**config.mk**
```make
export PLATFORM = sky130hd
export DESIGN_NAME = inst_mem_loader
export DESIGN_NICKNAME = d
export VERILOG_FILES = /design/src/rtl/inst_mem_loader.sv
export SDC_FILE = /design/constraint.sdc
export NUM_CORES = 1
export LEC_CHECK = 0
export ABC_AREA = 1
export CORE_ASPECT_RATIO = 0.8
export CORE_MARGIN = 2
export CORE_UTILIZATION = 43
export DETAILED_ROUTE_END_ITERATION = 12
export PLACE_DENSITY_LB_ADDON = 0.05
export SYNTH_ARGS = -nofsm -noshare
export SYNTH_HDL_FRONTEND = slang
export SYNTH_SLANG_ARGS = --single-unit
```
**constraint.sdc**
```tcl
create_clock -name CLK -period 1.4 [get_ports CLK]
set_clock_uncertainty 0.1 [all_clocks]
set_input_delay 0.21 -clock CLK [delete_from_list [all_inputs] [get_ports CLK]]
set_output_delay 0.21 -clock CLK [all_outputs]
set_load 0.05 [all_outputs]
```
**src/rtl/inst_mem_loader.sv**
```systemverilog
`default_nettype none
// ============================================================================
// Module   : inst_mem_loader
// Purpose  : Copies a program image from word-addressed storage into
//            instruction memory, one 32-bit word per REQ/WRITE pair.
// Revision : 1.0 - initial release
// ============================================================================
module inst_mem_loader (
  input  logic        CLK,
  input  logic        Reset,
  input  logic        Start,
  input  logic [15:0] SrcAddr,
  input  logic [9:0]  DstAddr,
  input  logic [15:0] WordCount,
  output logic        StoReq,
  output logic [15:0] StoAddr,
  input  logic [31:0] StoData,
  input  logic        StoAck,
  output logic        IMemWe,
  output logic [9:0]  IMemAddr,
  output logic [31:0] IMemData,
  output logic        Busy,
  output logic        InstDst,
  output logic        LoadErr
);

  typedef enum logic [2:0] {
    S_IDLE  = 3'd0,
    S_REQ   = 3'd1,
    S_WRITE = 3'd2,
    S_DONE  = 3'd3,
    S_ERR   = 3'd4
  } state_t;

  localparam logic [7:0] C_TMO_LAST = 8'hFF;

  state_t      state_q;
  logic [15:0] src_q;
  logic [9:0]  dst_q;
  logic [15:0] cnt_q;
  logic [31:0] data_q;
  logic [7:0]  tmo_q;
  logic        sto_req_q;
  logic        imem_we_q;
  logic        busy_q;
  logic        inst_dst_q;
  logic        load_err_q;

  // Output flags are registered alongside the state so they always match it.
  always_ff @(posedge CLK) begin
    if (Reset) begin
      state_q    <= S_IDLE;
      src_q      <= '0;
      dst_q      <= '0;
      cnt_q      <= '0;
      data_q     <= '0;
      tmo_q      <= '0;
      sto_req_q  <= 1'b0;
      imem_we_q  <= 1'b0;
      busy_q     <= 1'b0;
      inst_dst_q <= 1'b0;
      load_err_q <= 1'b0;
    end else begin
      case (state_q)
        S_IDLE: begin
          if (Start) begin
            src_q <= SrcAddr;
            dst_q <= DstAddr;
            cnt_q <= WordCount;
            if (WordCount == 16'd0) begin
              state_q    <= S_DONE;
              inst_dst_q <= 1'b1;
            end else begin
              state_q   <= S_REQ;
              sto_req_q <= 1'b1;
              busy_q    <= 1'b1;
              tmo_q     <= '0;
            end
          end
        end

        S_REQ: begin
          tmo_q <= tmo_q + 8'd1;
          // An acknowledge in the final timeout cycle still completes the read.
          if (StoAck) begin
            data_q    <= StoData;
            state_q   <= S_WRITE;
            sto_req_q <= 1'b0;
            imem_we_q <= 1'b1;
          end else if (tmo_q == C_TMO_LAST) begin
            state_q    <= S_ERR;
            sto_req_q  <= 1'b0;
            busy_q     <= 1'b0;
            load_err_q <= 1'b1;
          end
        end

        S_WRITE: begin
          imem_we_q <= 1'b0;
          src_q     <= src_q + 16'd1;
          dst_q     <= dst_q + 10'd1;
          cnt_q     <= cnt_q - 16'd1;
          if (cnt_q == 16'd1) begin
            state_q    <= S_DONE;
            busy_q     <= 1'b0;
            inst_dst_q <= 1'b1;
          end else begin
            state_q   <= S_REQ;
            sto_req_q <= 1'b1;
            tmo_q     <= '0;
          end
        end

        S_DONE: begin
          inst_dst_q <= 1'b0;
          state_q    <= S_IDLE;
        end

        S_ERR: begin
          state_q <= S_ERR;
        end

        default: begin
          state_q <= S_IDLE;
        end
      endcase
    end
  end

  assign StoReq   = sto_req_q;
  assign StoAddr  = src_q;
  assign IMemWe   = imem_we_q;
  assign IMemAddr = dst_q;
  assign IMemData = data_q;
  assign Busy     = busy_q;
  assign InstDst  = inst_dst_q;
  assign LoadErr  = load_err_q;

endmodule
`default_nettype wire

```
==> impl.org, run 1 <==
** Outcome
- Status :: finished, violations left
- Failing checks :: negative setup slack

** Finish
- Diode insertion count for antenna repair :: 0
- The net count of the finished layout is 1048.
- Counting the fill cells in the layout gives about 320.
- Measured on the finished design, the core utilization comes to 0.929.
- Share of cells above drive strength 1 :: 0.486
- Finished Cell Area :: 9630 um2
- Growth of design area from synthesis to finish :: 108%
- In the final layout, the multi-input gates occupy between 3000 and 4000 um2.
- Across the whole layout, storage elements account for around 1900 um2.

** CTS
- Clock Latency Late Sink :: between 300 and 400 ps
- The clock passes through at most 2 buffers.
- Total CTS buffers :: 9
- Total clock sinks :: 90
- TritonCTS clock tree :: built
- Clock root cell :: clkbuf_16
- Clock transition at the registers of the reported paths :: approximately 70 ps
- Maximum level of the CTS H-tree :: 3

** Flow run
- Count of maximum capacitance violations :: 0

** Timing
- Post-layout minimum cycle time :: about 1900 ps
- Total count of max-transition violations in the final report :: 0
- Of the available clock period, the critical path in the final layout requires 1.32.
- Final Worst Setup Slack :: -454 ps
- Setup repair after global routing could not meet its margin everywhere.
- Final-report hold violation count :: 0
- Fmax :: ~0.54 GHz
- Number of setup violations in the final report :: 90
- Worst slew pin tran :: between 300 and 400 ps
- Max-slew headroom :: 0.744
- Final sum of negative setup slack :: -18250 ps

** Drt
- After detailed routing, the met3 layer carries 3100 um of wire.
- The highest metal layer carrying signal wires in the routed design is met4.
- The detailed router put a total of between 8000 and 9000 um of wire on met1.
- Total wire length :: 27000 um
- Total via count in the routed design :: slightly above 7000
- In this run, the number of DRC markers left after iteration 0 of detailed routing was approximately 800.
- Length of routed met2 wiring :: ~13000 um
- DRT Pass-1 Iters :: 8
- Via density :: 6.36
- Final ANT Viol Nets :: 0
- Remaining DRCs :: 0
- Average routed wire per standard cell :: about 24 um

** Synth
- Number of library cell types mapped by synthesis :: 39
- Synthesized net count :: between 700 and 800
- Average instance area after synthesis :: approximately 6.7 um2
- Number of cells produced by synthesis :: 688
- Synth warn :: 0
- Post-synthesis sequential area ratio :: 0.390
- Area of the mapped netlist :: roughly 4600 um2
- After synthesis the netlist holds a flip-flop and latch count of 90.

** Critical path
- Largest stage delay on the critical path :: approximately 380 ps
- The number of buffers and inverters on the critical path is 0.
- In this run the worst path has a maximum fanout of 3.
- Data on the critical path arrives at its endpoint at ~2000 ps.
- At the worst endpoint, the required time is about 1600 ps.
- Category of the most critical setup path :: reg -> reg
- STA classifies the critical path endpoint as a register.
- Among cell families on the critical path, the largest total delay comes from simple AND/OR/NAND/NOR gates.
- Counting stages on the worst path, the most repeated cell is nand2_1.
- The largest individual stage delay along the critical path comes from the cell dfxtp_4.
- Walking the worst path, the cells encountered are ha_4, nand2_1, nor3_1, nand4_1, nand3_1, nand2_1, a21oi_1.
- STA classifies the critical path startpoint as a register.

** Power
- VDD sags by at most ~0.85 mV.
- Static power due to leakage :: between 0.003 and 0.004 uW
- Power Dens Cells :: between 900 and 1000 nW/um2

** Placed design
- Final weighted congestion of routability-driven global placement :: 0.915
- Port Buffer Count :: between 100 and 150
- Detail Placement HPWL :: 11900 um
- Summing all placed instances gives a cell area of about 8000 um2.

** Global route
- Via count of the first global-routing pass :: 6108
- All-layer global routing usage :: 0.316
- Entering global routing, the biggest net connects 34 pins.
- Number of antenna violations at the first check in global routing :: 0
- After global routing the overflow that remains totals 0.
- The first global-routing pass estimated a little under 30000 um of wire.

** Floorplan
- Die outline area :: ~12000 um2
- The initial utilization of the core area, before any placement, comes to 0.446.
- The floorplan step set the die width to around 120 um.
- Die extent in y :: around 97 um
- approximately 140 I/O pins were placed.
- Area of the core :: between 10000 and 15000 um2
- Placement Rows :: 33

** Worst hold path
- Hold WC Path Type :: in -> reg
## final timing paths
kind | start | endpoint | slack [ps] | depth (start not counted)
setup reg to reg | StoAddr[0] | StoAddr[14] | -450 | 7
setup / recovery | StoAddr[0] | StoAddr[14] | -450 | 7
hold / removal | StoData[29] | IMemData[29] | 340 | 3
hold reg to reg | tmo_q[6] | tmo_q[6] | 420 | 2
## worst min-delay path, stage by stage
cell and delay (ps):
clkdlybuf4s50_1 400, nor2_1 100, nor2_1 40
## layout by cell type (no fill, tap or decap), drive strengths merged, types with 11 or more instances in the layout
cell type / instances
a21oi: 51
buf: 210
clkbuf: 18
clkdlybuf4s50: 77
dfxtp: 90
inv: 48
nand2: 138
nand3: 48
nor2: 131
nor3: 25
o211ai: 11
o21a: 11
o21ai: 55
or2: 11
## cell usage after synthesis, drive strengths merged
master	instances	share of area
nand3	48	0.054
nor2	131	0.11
inv	46	0.038
a211oi	1	0.0016
o22ai	3	0.0041
clkinv	1	0.00081
nand3b	3	0.0049
o31ai	5	0.0081
nand2	138	0.11
xnor2	1	0.0019
o211ai	11	0.018
o21a	11	0.018
or2	11	0.015
dfxtp	90	0.39
and2	1	0.0014
a21oi	51	0.055
o21ai	55	0.060
ha	5	0.014
nand4	9	0.012
o21bai	1	0.0016
a31oi	6	0.0081
o221ai	1	0.0019
buf	18	0.022
clkbuf	12	0.011
nor3	25	0.028
xor2	4	0.0076
## layout make-up
cell class / count / share of cell area
timing repair buffer: 293 / 0.379
multi-input combinational: 521 / 0.349
sequential: 90 / 0.197
clock buffer: 12 / 0.0278
inverter: 47 / 0.0225
tap: 140 / 0.0182
timing repair inverter: 3 / 0.00403
clock inverter: 3 / 0.00234
## state kept, by name, indices dropped and copies added, names as in the netlist
name	cells
Busy	1
IMemAddr	10
IMemData	32
IMemWe	1
InstDst	1
LoadErr	1
StoAddr	16
StoReq	1
cnt_q	16
state_q	3
tmo_q	8
## repair_timing
item,4_1_cts,5_1_grt
buffers inserted,15,24
endpoints found under the setup margin,85,90
pin swaps,29,56
hold buffers,0,0
resized for setup,119,219
gates cloned,3,9
## metal layers
metal | vias up | track usage
met3 | 266 | 0.0867
li1 | 2855 | -
met2 | 707 | 0.576
met1 | 3221 | 0.345
met4 | 0 | 0.121
met5 | - | 0
## kinds of logic after synthesis
| kind of cell | share of synthesized area |
|---|---|
| and+or+nand+nor | 0.340 |
| AOI/OAI and AO/OA | 0.176 |
| DFF | 0.390 |
| buffers and inverters | 0.0714 |
| xor gates and xnor gates | 0.00947 |
| adders and majority gates | 0.0135 |
## stage by stage
stage / power, uW / hold slack, ps / instances / worst slack [ps]
6_report: 9280 / 337 / 1109 / -454
5_1_grt: 9470 / 346 / 1109 / -444
4_1_cts: 8370 / 339 / 1081 / -143
3_5_place_dp: 5760 / 384 / 1048 / -433
3_3_place_gp: 5700 / 366 / 1048 / -302
2_1_floorplan: 4270 / 245 / 688 / -143
## where the power goes
group	switching (uW)	total (uW)	leakage, uW	internal (uW)
clock	1160	2530	0.000144	1360
sequential	298	3070	0.000758	2770
combinational	1960	3690	0.00295	1730
Note: power is estimated with default switching activity, not from simulation.
==> inputs of run 2 (changes only) <==
--- a/config.mk
+++ b/config.mk
@@ -11,6 +11,7 @@
 export CORE_UTILIZATION = 43
 export DETAILED_ROUTE_END_ITERATION = 12
 export PLACE_DENSITY_LB_ADDON = 0.05
+export SLEW_MARGIN = 20
 export SYNTH_ARGS = -nofsm -noshare
 export SYNTH_HDL_FRONTEND = slang
 export SYNTH_SLANG_ARGS = --single-unit
==> results of run 2 <==
Final layout, timing and power as in run 1 (identical DEF).
==> inputs of run 3 (changes only) <==
--- a/config.mk
+++ b/config.mk
@@ -8,9 +8,11 @@
 export ABC_AREA = 1
 export CORE_ASPECT_RATIO = 0.8
 export CORE_MARGIN = 2
-export CORE_UTILIZATION = 43
+export CORE_UTILIZATION = 57
 export DETAILED_ROUTE_END_ITERATION = 12
+export DONT_BUFFER_PORTS = 1
 export PLACE_DENSITY_LB_ADDON = 0.05
+export SKIP_LAST_GASP = 1
 export SLEW_MARGIN = 20
 export SYNTH_ARGS = -nofsm -noshare
 export SYNTH_HDL_FRONTEND = slang
==> run 3 against run 2 <==
  * The run now fails in global routing
  * Synthesized cell count unchanged
  * Synthesized area did not move
==> impl.org, run 3 <==
** CTS
- CTS saw 90 sinks.
- The H-tree was split into 3 levels.
- Clock tree synthesis inserted a total of 9 buffers.
- Clock tree synthesis selected as its root buffer the cell clkbuf_8.
- CTS Buffer Depth :: 2

** Floorplan
- Number of top-level pins :: ~140
- Die extent in y :: 84.6 um
- Width of the die :: roughly 100 um
- Initial core utilization :: 0.585
- Placement Rows :: 29

** Synth
- Counting flops with an async set or reset pin after synthesis yields a share of 0.
- The number of nets in the synthesized netlist is 771.
- Of the synthesized area, sequential elements account for 0.390.
- Number of library cell types mapped by synthesis :: 39
- Post-synth EDFFs :: 0
- Cell types with the highest counts after synthesis :: nand2_1, nor2_1, dfxtp_1
- Synth area leader :: dfxtp_1
- Number of cells produced by synthesis :: 688
- Synthesis inferred 90 register bits.
- The synthesized netlist occupies a cell area of 4620 um2.
- In the post-synthesis netlist, the cell with the most instances is nand2_1.
- By area the synthesized netlist is led by dfxtp_1, nand2_1, nor2_1, o21ai_0, a21oi_1.
- Among all flip-flop cells after synthesis, the most frequent one is dfxtp_1.
- Fraction of synthesized cell area taken by the top area cell type :: 0.390
- Each instance of the synthesized netlist takes up on average slightly below 7 um2.
- The Yosys step of the flow raised 0 warnings.

** Placed design
- Placed cell areas :: 5920 um2
- The congestion estimate from routability-driven global placement came to ~0.91.
- The count of buffers added on input and output ports is 0.
- Detailed placement ended at an HPWL of 10400 um.

** Timing
- After the last repair the worst path ends at a register input.
- In the global-route stage, repair_timing last flagged the worst endpoint as cnt_q[8]$_SDFFE_PP0P_/D.

** Outcome
- It got as far as global routing and failed there.
- The run stopped with a tool error.
- The tool reported: "[ERROR DPL-0038] Utilization greater than 100%, impossible to legalize".

** Global route
- Entering global routing, the biggest net connects between 40 and 50 pins.
[run 3: cell counts after synthesis]
Identical to the previous run, type by type.
[run 3: logic make-up after synthesis]
group	Yosys count	share of synthesized area
adders and majority gates	5	0.0135
and+or+nand+nor	366	0.340
DFF	90	0.390
AOI/OAI and AO/OA	145	0.176
xor gates and xnor gates	5	0.00947
buffers and inverters	77	0.0714
[run 3: repair_timing]
item | in CTS
pin swaps | 46
resized for setup | 152
hold buffers | 43
setup endpoints to repair | 88
setup buffers | 27
hold endpoints to repair | 86
cloned | 8
[run 3: stage by stage]
step	cells	setup WS [ps]
floorplan	688	-143
global placement	910	-142
detailed placement	910	-183
CTS	1003	-125
==> inputs of run 4 (changes only) <==
--- a/config.mk
+++ b/config.mk
@@ -6,12 +6,11 @@
 export NUM_CORES = 1
 export LEC_CHECK = 0
 export ABC_AREA = 1
-export CORE_ASPECT_RATIO = 0.8
 export CORE_MARGIN = 2
-export CORE_UTILIZATION = 57
+export CORE_UTILIZATION = 40
 export DETAILED_ROUTE_END_ITERATION = 12
 export DONT_BUFFER_PORTS = 1
-export PLACE_DENSITY_LB_ADDON = 0.05
+export PLACE_DENSITY_LB_ADDON = 0.15
 export SKIP_LAST_GASP = 1
 export SLEW_MARGIN = 20
 export SYNTH_ARGS = -nofsm -noshare
==> constraint.sdc (replaced) <==
create_clock -name CLK -period 1.8 [get_ports CLK]
set_clock_uncertainty 0.1 [all_clocks]
set_input_delay 0.27 -clock CLK [delete_from_list [all_inputs] [get_ports CLK]]
set_output_delay 0.27 -clock CLK [all_outputs]
set_load 0.05 [all_outputs]
==> run 4 against run 3 <==
  * The run now ends clean
==> impl.org, run 4 (synthesis results as in run 1) <==
** Timing
- Worst slew pin tran :: about 560 ps
- Number of setup violations in the final report :: 0
- Post-layout minimum cycle time :: approximately 1700 ps
- Fmax :: between 0.5 and 0.6 GHz
- Final-report hold violation count :: 0
- Total count of max-transition violations in the final report :: 0
- Final cycle utilization of the critical path :: 0.933
- Setup repair after global routing could not meet its margin everywhere.
- In this run the tightest slew margin relative to its limit is 0.629.
- Adding up every negative setup slack in the final design gives 0 ps.

** Finish
- Finished Cell Area :: 5660 um2
- Summing all multi-input logic gate instances after layout gives around 2500 um2.
- Growth of design area from synthesis to finish :: 22.5%
- The filler cells instantiated in the layout total 1123.
- Commonest cells after routing, fill and taps aside :: nand2_1, nor2_1, dfxtp_1
- Sequential cell area :: between 1500 and 2000 um2
- Of the cells placed in the final design, the portion with a size suffix greater than 1 is 0.122.
- Diode insertion count for antenna repair :: 0
- Most common cell after layout, fill and taps aside :: nand2_1
- The final layout contains slightly above 800 nets.
- The register with the most flip-flops in the layout has 32 of them.

** CTS
- The tree is rooted in a clkbuf_16.
- In this run the deepest clock path goes through 2 buffers.
- The clock reaches the later pin of the worst-skew pair after about 350 ps.
- Clock-pin slew was measured on the worst setup and hold paths at roughly 70 ps.
- Maximum level of the CTS H-tree :: 3
- Total CTS buffers :: 9
- Total clock sinks :: 90
- TritonCTS built the clock tree.

** Critical path
- Following the worst setup path forward leads to its endpoint at cnt_q[12].
- Startpoint of the worst setup timing path :: cnt_q[0]
- Reg-to-Reg Start :: cnt_q[0]
- Worst endpoint required time :: 1980 ps
- Category of the most critical setup path :: reg -> reg
- In this run the worst path has a maximum fanout of 5.
- R2R setup slack :: 120 ps
- Critical Path Sink Type :: register
- Worst Reg-to-Reg Cells :: 9
- Critical R2R Capture :: cnt_q[12]
- STA puts the critical path data arrival time at around 1900 ps.
- STA classifies the critical path startpoint as a register.

** Floorplan
- The die covers 12400 um2.
- Number of top-level pins :: 141
- In this run the horizontal extent of the chip is 112 um.
- Area of the core :: between 10000 and 15000 um2
- The floorplan has 39 rows.
- Initial core utilization :: 0.407
- From bottom edge to top edge, the die measures between 100 and 150 um.

** Drt
- In the routed layout, each cell is associated on average with a via count of ~5.4.
- Final ANT Viol Nets :: 0
- DRT Pass-1 Iters :: 7
- Dividing the detail-routed wire length by the instance count gives ~15 um.
- The detailed router finished its first iteration with around 280 violations.
- In the routed design, unresolved DRC markers number 0.
- Total wire length :: 13600 um
- Total via count in the routed design :: ~4800

** Outcome
- The run finished with clean final reports.

** Placed design
- Detail Placement HPWL :: between 9000 and 10000 um
- Final weighted congestion of routability-driven global placement :: roughly 0.83
- Port Buffer Count :: 0
- Once placement finished, the instance area stood at ~5000 um2.

** Global route
- Total grt overflow :: 0
- Entering global routing, the biggest net connects 45 pins.
- The number of global-route vias before repair is between 4000 and 5000.
- Global-route wire length before repair :: about 22000 um
- Number of antenna violations at the first check in global routing :: 0
- For this run, the total global-route usage over all layers was measured as 0.219.

** Power
- Power Dens Cells :: roughly 990 nW/um2
- Static power due to leakage :: between 0.002 and 0.0025 uW
- VDD sags by at most between 0.8 and 0.9 mV.

** Flow run
- Max-cap violations in this run came to 0.

** Worst hold path
- The min-delay analysis places its worst path in the category in -> reg.
==> run 4: repair_timing <==
item / CTS / global route
endpoints found under the hold margin: 76 / 0
setup endpoints to repair: 0 / 37
buffers inserted: 0 / 2
resized for setup: 0 / 10
hold buffers: 34 / 0
==> run 4: power by group <==
group | leakage, uW | internal [uW] | switching, uW
Clock | 0.000145 | 1100 | 876
Combinational | 0.00141 | 396 | 734
Sequential | 0.000739 | 2150 | 348
Total | 0.00230 | 3640 | 1960
==> run 4: stage by stage <==
| stage | std cells | hold slack (ps) | util | power (uW) | worst slack (ps) |
|---|---|---|---|---|---|
| 3_3_place_gp | 839 | 251 | 0.436 | 3540 | 112 |
| 5_1_grt | 891 | 17.4 | 0.498 | 5880 | -56.1 |
| 2_1_floorplan | 688 | 305 | - | 3300 | 39.5 |
| 4_1_cts | 889 | 16.7 | 0.494 | 5620 | 49.9 |
| 6_report | 891 | 21.0 | 0.498 | 5600 | 121 |
| 3_5_place_dp | 839 | 250 | 0.436 | 3560 | 84.8 |
==> run 4: cell type report <==
cell class | count | share of cell area
Clock buffer | 9 | 0.0398
Multi-Input combinational cell | 521 | 0.443
Clock inverter | 7 | 0.0155
Sequential cell | 90 | 0.319
Tap cell | 143 | 0.0316
Inverter | 47 | 0.0336
Timing Repair Buffer | 74 | 0.117
==> run 4: worst min-delay path by stage <==
stage	endpoint	startpoint	depth (start not counted)	slack (ps)
after floorplan	IMemData[10]	StoData[10]	2	300
after global placement	StoAddr[13]	Reset	1	250
after detailed placement	StoAddr[10]	Reset	1	250
after global routing	cnt_q[6]	WordCount[6]	2	20
final	IMemAddr[4]	DstAddr[4]	2	20
after CTS	cnt_q[6]	WordCount[6]	2	20
==> run 4: metal layers <==
| layer | share of wire | GRT usage | wire length (um) | vias to the layer above |
|---|---|---|---|---|
| li1 | - | - | - | 2397 |
| met4 | 0.017 | 0.0617 | 228 | 0 |
| met2 | 0.48 | 0.373 | 6500 | 171 |
| met3 | 0.084 | 0.0768 | 1140 | 20 |
| met5 | 0 | 0 | 0 | - |
| met1 | 0.42 | 0.264 | 5690 | 2181 |
==> run 4: worst max-delay path: stages (launching register included) <==
cell	delay, ps
dfxtp_1	350
inv_1	80
ha_1	140
inv_1	90
nor3_4	220
nand2_1	130
or2_2	290
nand3_1	70
nand2_1	50
a21oi_1	110
